## src/rtl/addsub_arbiter16.sv

```systemverilog
// Two-requester round-robin front end for one shared 16-bit parallel-prefix adder.
// Supports ADD/SUB/NEG/ABS; SUB takes two adder passes (negate b, then add).
module addsub_arbiter16 (
  input  logic        clk_i,
  input  logic        rst_i,
  input  logic        req0_valid_i,
  output logic        req0_ready_o,
  input  logic [1:0]  req0_op_i,
  input  logic [15:0] req0_a_i,
  input  logic [15:0] req0_b_i,
  input  logic        req1_valid_i,
  output logic        req1_ready_o,
  input  logic [1:0]  req1_op_i,
  input  logic [15:0] req1_a_i,
  input  logic [15:0] req1_b_i,
  output logic        rsp_valid_o,
  input  logic        rsp_ready_i,
  output logic        rsp_id_o,
  output logic [15:0] rsp_data_o,
  output logic        rsp_cout_o,
  output logic        rsp_ovf_o,
  output logic        busy_o,
  output logic [15:0] ops_done_o
);

  typedef enum logic [1:0] {S_IDLE, S_NEG, S_ADD, S_RESP} state_e;

  localparam logic [1:0] OP_ADD = 2'b00;
  localparam logic [1:0] OP_SUB = 2'b01;
  localparam logic [1:0] OP_ABS = 2'b11;

  // Kogge-Stone style recursive-doubling carry network, carry-in fixed at 0.
  function automatic logic [16:0] ks_add(input logic [15:0] x, input logic [15:0] y);
    logic [15:0] g, p, gn, pn, h;
    g = x & y;
    p = x ^ y;
    h = p;
    for (int d = 1; d < 16; d = d * 2) begin
      gn = g;
      pn = p;
      for (int i = d; i < 16; i++) begin
        gn[i] = g[i] | (p[i] & g[i-d]);
        pn[i] = p[i] & p[i-d];
      end
      g = gn;
      p = pn;
    end
    return {g[15], h ^ {g[14:0], 1'b0}};
  endfunction

  state_e      state_q, state_d;
  logic        prio_q;
  logic [1:0]  op_q;
  logic [15:0] a_q, b_q, nb_q;
  logic        id_q;
  logic        rsp_id_q, rsp_cout_q, rsp_ovf_q;
  logic [15:0] rsp_data_q, ops_done_q;

  logic        grant, accept;
  logic [1:0]  sel_op;
  logic [15:0] add_x, add_y, sum, res_d;
  logic        sum_cout, ovf_d;

  assign accept = (state_q == S_IDLE) && (req0_valid_i || req1_valid_i);
  assign grant  = (req0_valid_i && req1_valid_i) ? prio_q : req1_valid_i;
  assign sel_op = grant ? req1_op_i : req0_op_i;

  always_ff @(posedge clk_i or posedge rst_i) begin
    if (rst_i) state_q <= S_IDLE;
    else       state_q <= state_d;
  end

  always_comb begin
    state_d = state_q;
    case (state_q)
      S_IDLE: if (accept) state_d = (sel_op == OP_ADD) ? S_ADD : S_NEG;
      S_NEG:  state_d = (op_q == OP_SUB) ? S_ADD : S_RESP;
      S_ADD:  state_d = S_RESP;
      S_RESP: if (rsp_ready_i) state_d = S_IDLE;
      default: state_d = S_IDLE;
    endcase
  end

  always_comb begin
    req0_ready_o = accept && !grant;
    req1_ready_o = accept && grant;
    busy_o       = (state_q != S_IDLE);
    rsp_valid_o  = (state_q == S_RESP);
    add_x        = 16'h0000;
    add_y        = 16'h0000;
    case (state_q)
      S_NEG: begin
        add_x = ~((op_q == OP_SUB) ? b_q : a_q);
        add_y = 16'h0001;
      end
      S_ADD: begin
        add_x = a_q;
        add_y = (op_q == OP_SUB) ? nb_q : b_q;
      end
      default: ;
    endcase
  end

  assign {sum_cout, sum} = ks_add(add_x, add_y);

  always_comb begin
    res_d = sum;
    if (state_q == S_NEG && op_q == OP_ABS && !a_q[15]) res_d = a_q;
    case (op_q)
      OP_ADD:  ovf_d = (a_q[15] == b_q[15]) && (sum[15] != a_q[15]);
      OP_SUB:  ovf_d = (a_q[15] != b_q[15]) && (sum[15] != a_q[15]);
      default: ovf_d = (a_q == 16'h8000);
    endcase
  end

  always_ff @(posedge clk_i or posedge rst_i) begin
    if (rst_i) begin
      prio_q     <= 1'b0;
      op_q       <= 2'b00;
      a_q        <= 16'h0000;
      b_q        <= 16'h0000;
      nb_q       <= 16'h0000;
      id_q       <= 1'b0;
      rsp_id_q   <= 1'b0;
      rsp_data_q <= 16'h0000;
      rsp_cout_q <= 1'b0;
      rsp_ovf_q  <= 1'b0;
      ops_done_q <= 16'h0000;
    end else begin
      if (accept) begin
        op_q   <= sel_op;
        a_q    <= grant ? req1_a_i : req0_a_i;
        b_q    <= grant ? req1_b_i : req0_b_i;
        id_q   <= grant;
        prio_q <= ~grant;
      end
      if (state_q == S_NEG && op_q == OP_SUB) begin
        nb_q <= sum;
      end else if (state_q == S_NEG || state_q == S_ADD) begin
        rsp_id_q   <= id_q;
        rsp_data_q <= res_d;
        rsp_cout_q <= sum_cout;
        rsp_ovf_q  <= ovf_d;
      end
      if (state_q == S_RESP && rsp_ready_i) ops_done_q <= ops_done_q + 16'd1;
    end
  end

  assign rsp_id_o   = rsp_id_q;
  assign rsp_data_o = rsp_data_q;
  assign rsp_cout_o = rsp_cout_q;
  assign rsp_ovf_o  = rsp_ovf_q;
  assign ops_done_o = ops_done_q;

endmodule

```

## config.mk

```make
export PLATFORM = sky130hd
export DESIGN_NAME = addsub_arbiter16
export DESIGN_NICKNAME = d
export VERILOG_FILES = /design/src/rtl/addsub_arbiter16.sv
export SDC_FILE = /design/constraint.sdc
export NUM_CORES = 1
export LEC_CHECK = 0
export ABC_AREA = 1
export CAP_MARGIN = 40
export CORE_ASPECT_RATIO = 1.4
export CORE_MARGIN = 4
export CORE_UTILIZATION = 52
export CTS_CLUSTER_DIAMETER = 200
export DETAILED_ROUTE_END_ITERATION = 8
export GPL_TIMING_DRIVEN = 1
export PLACE_DENSITY = 0.81
export RECOVER_POWER = 100
export SLEW_MARGIN = 25
export SYNTH_ARGS = -nofsm -noshare
export SYNTH_HDL_FRONTEND = slang
export SYNTH_SLANG_ARGS = --single-unit
```

## constraint.sdc

```tcl
create_clock -name clk_i -period 4.28 [get_ports clk_i]
set_clock_uncertainty 0.2 [all_clocks]
set_input_delay 0.856 -clock clk_i [delete_from_list [all_inputs] [get_ports clk_i]]
set_output_delay 0.856 -clock clk_i [all_outputs]
set_load 0.01 [all_outputs]
```

==> results.cfg, run 1 <==
[setup_path]
endpoint = req0_ready_o
cp.required_ns = 3.22
reg2reg_to = rsp_data_o[14]
endpoint_kind = primary output
crit_path_start_kind = input pin
startpoint = req0_valid_i
arrival_ns = 2.94
cp_max_fo = 20
ff2ff_path_depth = 20
rrSetupSlack_ns = 0.41
path_class = in -> out
rr_startpoint = state_q[1]

[yosys]
syn_area_per_cell_um2 = 7.43
synth-edff-count = 0
syn_inst = 744
seq_area_frac_synth = 0.403
synthesis.area_um2 = 5530
synth_nets = 840
synth-async-reset-ratio = 1.00
synth.distinct_cells = 41
ys_ff_latch = 89
synth-main-ff-cell = dfrtp_1
ys.warnings.count = 0

[layout]
layout-drive-gt1-share = 0.0481
final_nets = 943
n_fill_cell = 866
area_delta_synth_final_pct = 27.1
antenna_cells = 0
stdcell_area_um2 = 7030

[pwr]
peakVddDrop_mv = 0.414
pwr_density_cell_nw_per_um2 = 685
total_power_w = 0.00481
total_leakage_power_nw = 3.40

[route]
routed_wl_um = 16300
drtIter0Drc = 360
vias_per_cell = 5.44
detail-route-antenna-nets = 0
via_count = 5382
route.detailed.wl_per_inst_um = 16.4
route.detailed.drc = 0
drt_pass1_iterations = 5

[clock_tree]
cts_root_buffer = clkbuf_16
cts.htree.levels = 3
clkTransAtPathRegs_ns = 0.06
ctsResizeCount = 0
postCtsHoldBufs = 0
clk_latency_ns = 0.35
cts_tree = done
cts_setup_buffers = 0
cts_max_path_buffers = 2
cts_sinks = 89
numCtsBuffers = 9

[grt]
overflow = 0
grt_pass1_wl_um = 26500
grt_pass1_vias = 5344
grt_max_degree = 74
antenna_found_initial = 0
globalRouteTotalUtil = 0.279

[floorplan]
rows = 44
fp.dieW_um = 95.1
die-area_um2 = 12400
io_pins = 112
design.core.area_um2 = 10400
die_y_um = 130
start_util = 0.531

[sta]
tightest_slew_ns = 1.80
final-setup-viol-count = 0
finalCritPeriodShare = 0.933
clock.fmax_ghz = 0.250
holdWs_ns = 0.274
slew-limit-headroom = -0.200
maxSlewViolCount = 74
period_minus_slack_ns = 3.99
rsz0062_at_grt = no
setup-tns-final_ns = 0
hold_violations = 0

[outcome]
status = finished with violations
violations = capacitance limit, slew limit

[worst_hold_path]
hold_depth = 2
hold_class = reg -> reg

[placement]
numPortBuffers = 111
routabilityCongestion = 0.974
post_dp_cell_area_um2 = 6780
dp_hpwl_um = 12800

[run]
maxCapViolCount = 1
==> final cells by class <==
type                    count  area, um^2  share of cell area
multi-input cells         545        2800               0.398
clock buffers               9         225              0.0321
well taps                 138         173              0.0246
repair buffers            121        1180               0.168
inverters                  81         305              0.0435
flip-flops and latches     89        2230               0.317
clock inverters             7         119              0.0169
==> layer usage <==
layer / global-route usage / part of all wire
met5: 0 / 0
met4: 0.114 / 0.033
met3: 0.0542 / 0.066
met2: 0.451 / 0.47
met1: 0.365 / 0.43
==> placed cells by master, fill, tap and decap left out, types with 2 or more instances in the layout <==
cell type        netlist  layout
nand3b_1               3       3
ha_1                  22      22
dfrtp_1               89      89
nand4_1                5       5
a31oi_1                8       8
o21bai_1               3       3
dlygate4sd3_1          0      41
a21oi_1               38      38
inv_1                 68      71
o21ai_0               30      42
a22oi_1                2       2
clkdlybuf4s50_1        0      70
o21ai_1               26      15
or2_1                  3       3
buf_4                  0       8
nor3_1                 5       8
inv_2                 13       9
o21a_1                 2       2
bufinv_16              0       3
nor4_1                 2       2
clkinvlp_4             0       2
o211ai_1              30      30
clkbuf_16              0       9
nor2_1                40      43
o22ai_1                2       2
xor2_1                14      14
xnor2_1                5       5
nand3_1               45      45
nand2_1              241     242
==> worst min path at each step <==
| stage | start | to |
|---|---|---|
| 6_report | rsp_data_o[15] | rsp_data_o[15] |
| 5_1_grt | nb_q[0] | nb_q[0] |
| 4_1_cts | nb_q[0] | nb_q[0] |
| 3_5_place_dp | nb_q[11] | nb_q[11] |
| 3_3_place_gp | nb_q[7] | nb_q[7] |
| 2_1_floorplan | nb_q[0] | nb_q[0] |
==> worst max-delay path, cell delays in order <==
cell             delay [ns]
dlygate4sd3_1          0.55
or2_1                  0.12
nand2_1                0.07
inv_1                  0.45
nand2_1                0.15
inv_1                  0.17
clkdlybuf4s50_1        0.56
==> where the power goes <==
part           leakage, nW  internal [W]  switching [W]
Combinational         2.11      0.000897        0.00156
Sequential            1.13       0.00118       0.000269
Clock                0.162      0.000570       0.000338
Total                 3.40       0.00264        0.00217
==> flip-flops by register name (all words and copies together), names as in the netlist, 2 cells and up <==
signal,cells
rsp_data_o,16
ops_done_o,16
b_q,16
op_q,2
state_q,2
a_q,16
nb_q,16
==> cell families after synthesis <==
logic type / Yosys count / synth area share
compound gates: 144 / 0.152
xor+xnor: 19 / 0.0301
fa+ha+maj: 23 / 0.0534
buf+inv: 110 / 0.0772
flops: 89 / 0.403
mux: 2 / 0.00385
simple gates: 357 / 0.280
==> per-stage QoR <==
stage,utilization,setup WS [ns],std cells
2_1_floorplan,-,0.917,744
3_3_place_gp,0.652,0.622,974
3_5_place_dp,0.652,0.478,974
4_1_cts,0.685,0.430,990
5_1_grt,0.675,0.0909,990
6_report,0.675,0.287,990
==> cell usage after synthesis (14+ instances only) <==
library cell  instances  area share
ha_1                 22       0.050
xor2_1               14       0.022
nand2_1             241        0.16
o21ai_0              30       0.027
nor2_1               40       0.027
nand3_1              45       0.041
dfrtp_1              89        0.40
o211ai_1             30       0.041
inv_1                68       0.046
o21ai_1              26       0.024
clkbuf_1             17       0.012
a21oi_1              38       0.034
Note: power is estimated with default switching activity, not from simulation.
==> inputs of run 2 (changes only) <==
- ABC_AREA: 1 -> unset
- CAP_MARGIN: 40 -> 20
- PLACE_DENSITY: 0.81 -> 0.82
==> results.cfg, run 2 <==
[route]
via_count = 4956
vias_per_cell = 6.08
route.detailed.drc = 0
routed_wl_um = 15800
route.met3.wl_um = 901
drt_pass1_iterations = 8
wl_met1_um = 5800
detail-route-antenna-nets = 0
route.detailed.wl_per_inst_um = 19.4
top_layer = met4
drtIter0Drc = 497
wl_met2_um = 8370

[yosys]
synthesis.area_um2 = 5180
synth-main-ff-cell = dfrtp_1
syn_area_per_cell_um2 = 8.94
synth_nets = 675
ys.warnings.count = 0
synthTopCellsByCount = nand2_1 (105), dfrtp_1 (89), inv_1 (46)
seq_area_frac_synth = 0.430
syn_inst = 579
ys_ff_latch = 89
yosysTopAreaCell = dfrtp_1
synthDominantCellAreaShare = 0.430
synth-async-reset-ratio = 1.00
ys_top_cells_by_area = dfrtp_1 (43%), nand2_1 (7.6%), a222oi_1 (6.2%)
synth-edff-count = 0
yosysMostFrequentCell = nand2_1
synth.distinct_cells = 55

[worst_hold_path]
min_from = ops_done_o[15]
min_to = ops_done_o[15]
hold_class = reg -> reg
hold_depth = 1

[floorplan]
design.core.area_um2 = 9620
die_y_um = 126
die-area_um2 = 11600
rows = 42
start_util = 0.539
fp.dieW_um = 92.3
io_pins = 112

[layout]
layout_common_cells = nand2_1 (105), dfrtp_1 (89), clkdlybuf4s50_1 (69)
layout-drive-gt1-share = 0.0600
area_delta_synth_final_pct = 29.8
layout_commonest_cell = nand2_1
antenna_cells = 0
n_fill_cell = 774
final_nets = 774

[sta]
maxSlewViolCount = 98
period_minus_slack_ns = 4.07
setup-tns-final_ns = 0
hold_violations = 0
final-setup-viol-count = 0
finalCritPeriodShare = 0.950
slew-limit-headroom = -0.0465
rsz0062_at_grt = no
holdWs_ns = 0.274
fin_ws_ns = 0.212
tightest_slew_ns = 1.57
clock.fmax_ghz = 0.246

[placement]
routabilityCongestion = 0.918
numPortBuffers = 111
post-place-ws_ns = 0.470
dp_hpwl_um = 11300

[run]
maxCapViolCount = 3

[setup_path]
endpoint_kind = flop
rr_startpoint = state_q[1]
arrival_ns = 4.07
crit_path_start_kind = flop
rrSetupSlack_ns = 0.21
cp.required_ns = 4.29
reg2reg_to = rsp_cout_o
path_class = reg -> reg
path_cells = inv_1, ha_1, nand2_1, clkbuf_1, o21ai_0, clkbuf_2, a2111oi_0, nor3_1
slowest_delay_ns = 1.02
ff2ff_path_depth = 8
cp_max_fo = 28
cp_slowest_cell = clkbuf_1

[clock_tree]
cts_root_buffer = clkbuf_16
cts_sinks = 89
clk_latency_ns = 0.35
ctsResizeCount = 0
postCtsHoldBufs = 0
clkTransAtPathRegs_ns = 0.07
cts.htree.levels = 3
cts_tree = done
numCtsBuffers = 9
cts_max_path_buffers = 2
cts_setup_buffers = 0

[pwr]
peakVddDrop_mv = 0.464
total_leakage_power_nw = 3.08
pwr_density_cell_nw_per_um2 = 714

[grt]
grt_pass1_wl_um = 25400
grt_pass1_vias = 5237
antenna_found_initial = 0
grt_max_degree = 39
overflow = 0
globalRouteTotalUtil = 0.273

[outcome]
violations = capacitance limit, slew limit
status = finished with violations
[run 2: cell types whose count changed in the layout (fill, tap and decap cells not counted), moves of 13 or more]
| cell | delta |
|---|---|
| nand2_1 | -137 |
| o211ai_1 | -29 |
| xnor2_1 | +14 |
| nor2_1 | -18 |
| nand3_1 | -35 |
| o21ai_1 | -13 |
| a32oi_1 | +14 |
| inv_1 | -26 |
| nor2b_1 | +17 |
| a222oi_1 | +32 |
[run 2: power by group]
part	switching (W)	internal (W)	total, W
Clock	0.000330	0.000503	0.000833
Combinational	0.00142	0.00102	0.00244
Sequential	0.000359	0.00117	0.00153
[run 2: per-stage QoR]
stage	utilization	area (um^2)	power (W)	std cells
floorplan	-	5180	0.00308	579
global placement	0.669	6430	0.00389	799
detailed placement	0.669	6430	0.00397	799
CTS	0.702	6750	0.00483	815
global route	0.699	6720	0.00512	815
finish	0.699	6720	0.00480	815
[run 2: worst max path at each step]
stage,from,cells after the start,end
3_5_place_dp,state_q[1],12,rsp_ovf_o
6_report,state_q[1],8,rsp_cout_o
2_1_floorplan,rst_i,1,a_q[0]
3_3_place_gp,req0_valid_i,5,req0_ready_o
5_1_grt,state_q[1],12,rsp_ovf_o
4_1_cts,state_q[1],12,rsp_ovf_o
[run 2: routing by layer]
metal	vias up	track usage
li1	2257	-
met3	54	0.0442
met2	234	0.495
met5	-	0
met4	0	0.150
met1	2411	0.300
[run 2: critical path: cells and delay by family, from the launching register on]
family | cells | cell delay, ns
buf+inv | 3 | 1.57
fa+ha+maj | 1 | 0.54
simple gates | 2 | 0.29
compound gates | 2 | 0.93
flops | 1 | 0.39
[run 2: final cells by class]
cell class | instances | area [um^2] | share of cell area
clock buffers | 13 | 270 | 0.0402
clock inverters | 3 | 47.5 | 0.00707
inverters | 46 | 174 | 0.0259
multi-input cells | 408 | 2640 | 0.392
flip-flops and latches | 89 | 2230 | 0.331
well taps | 132 | 165 | 0.0246
repair buffers | 124 | 1200 | 0.179
[run 2: logic make-up (layout without fill, tap and decap cells)]
group / Yosys count / after routing / share of synthesized area
XOR/XNOR: 30 / 30 / 0.0507
adder cells (fa/ha/maj): 23 / 23 / 0.0570
flip-flops: 89 / 89 / 0.430
buffers and inverters: 82 / 186 / 0.0614
multiplexers: 11 / 11 / 0.0227
AND/OR/NAND/NOR: 181 / 181 / 0.154
AO/OA/AOI/OAI: 163 / 163 / 0.224
==> inputs of run 3 (changes only) <==
- CTS_CLUSTER_SIZE: unset -> 12
- SKIP_LAST_GASP: unset -> 1
==> results of run 3 <==
The final DEF is identical to that of run 2; final timing and power are the same.
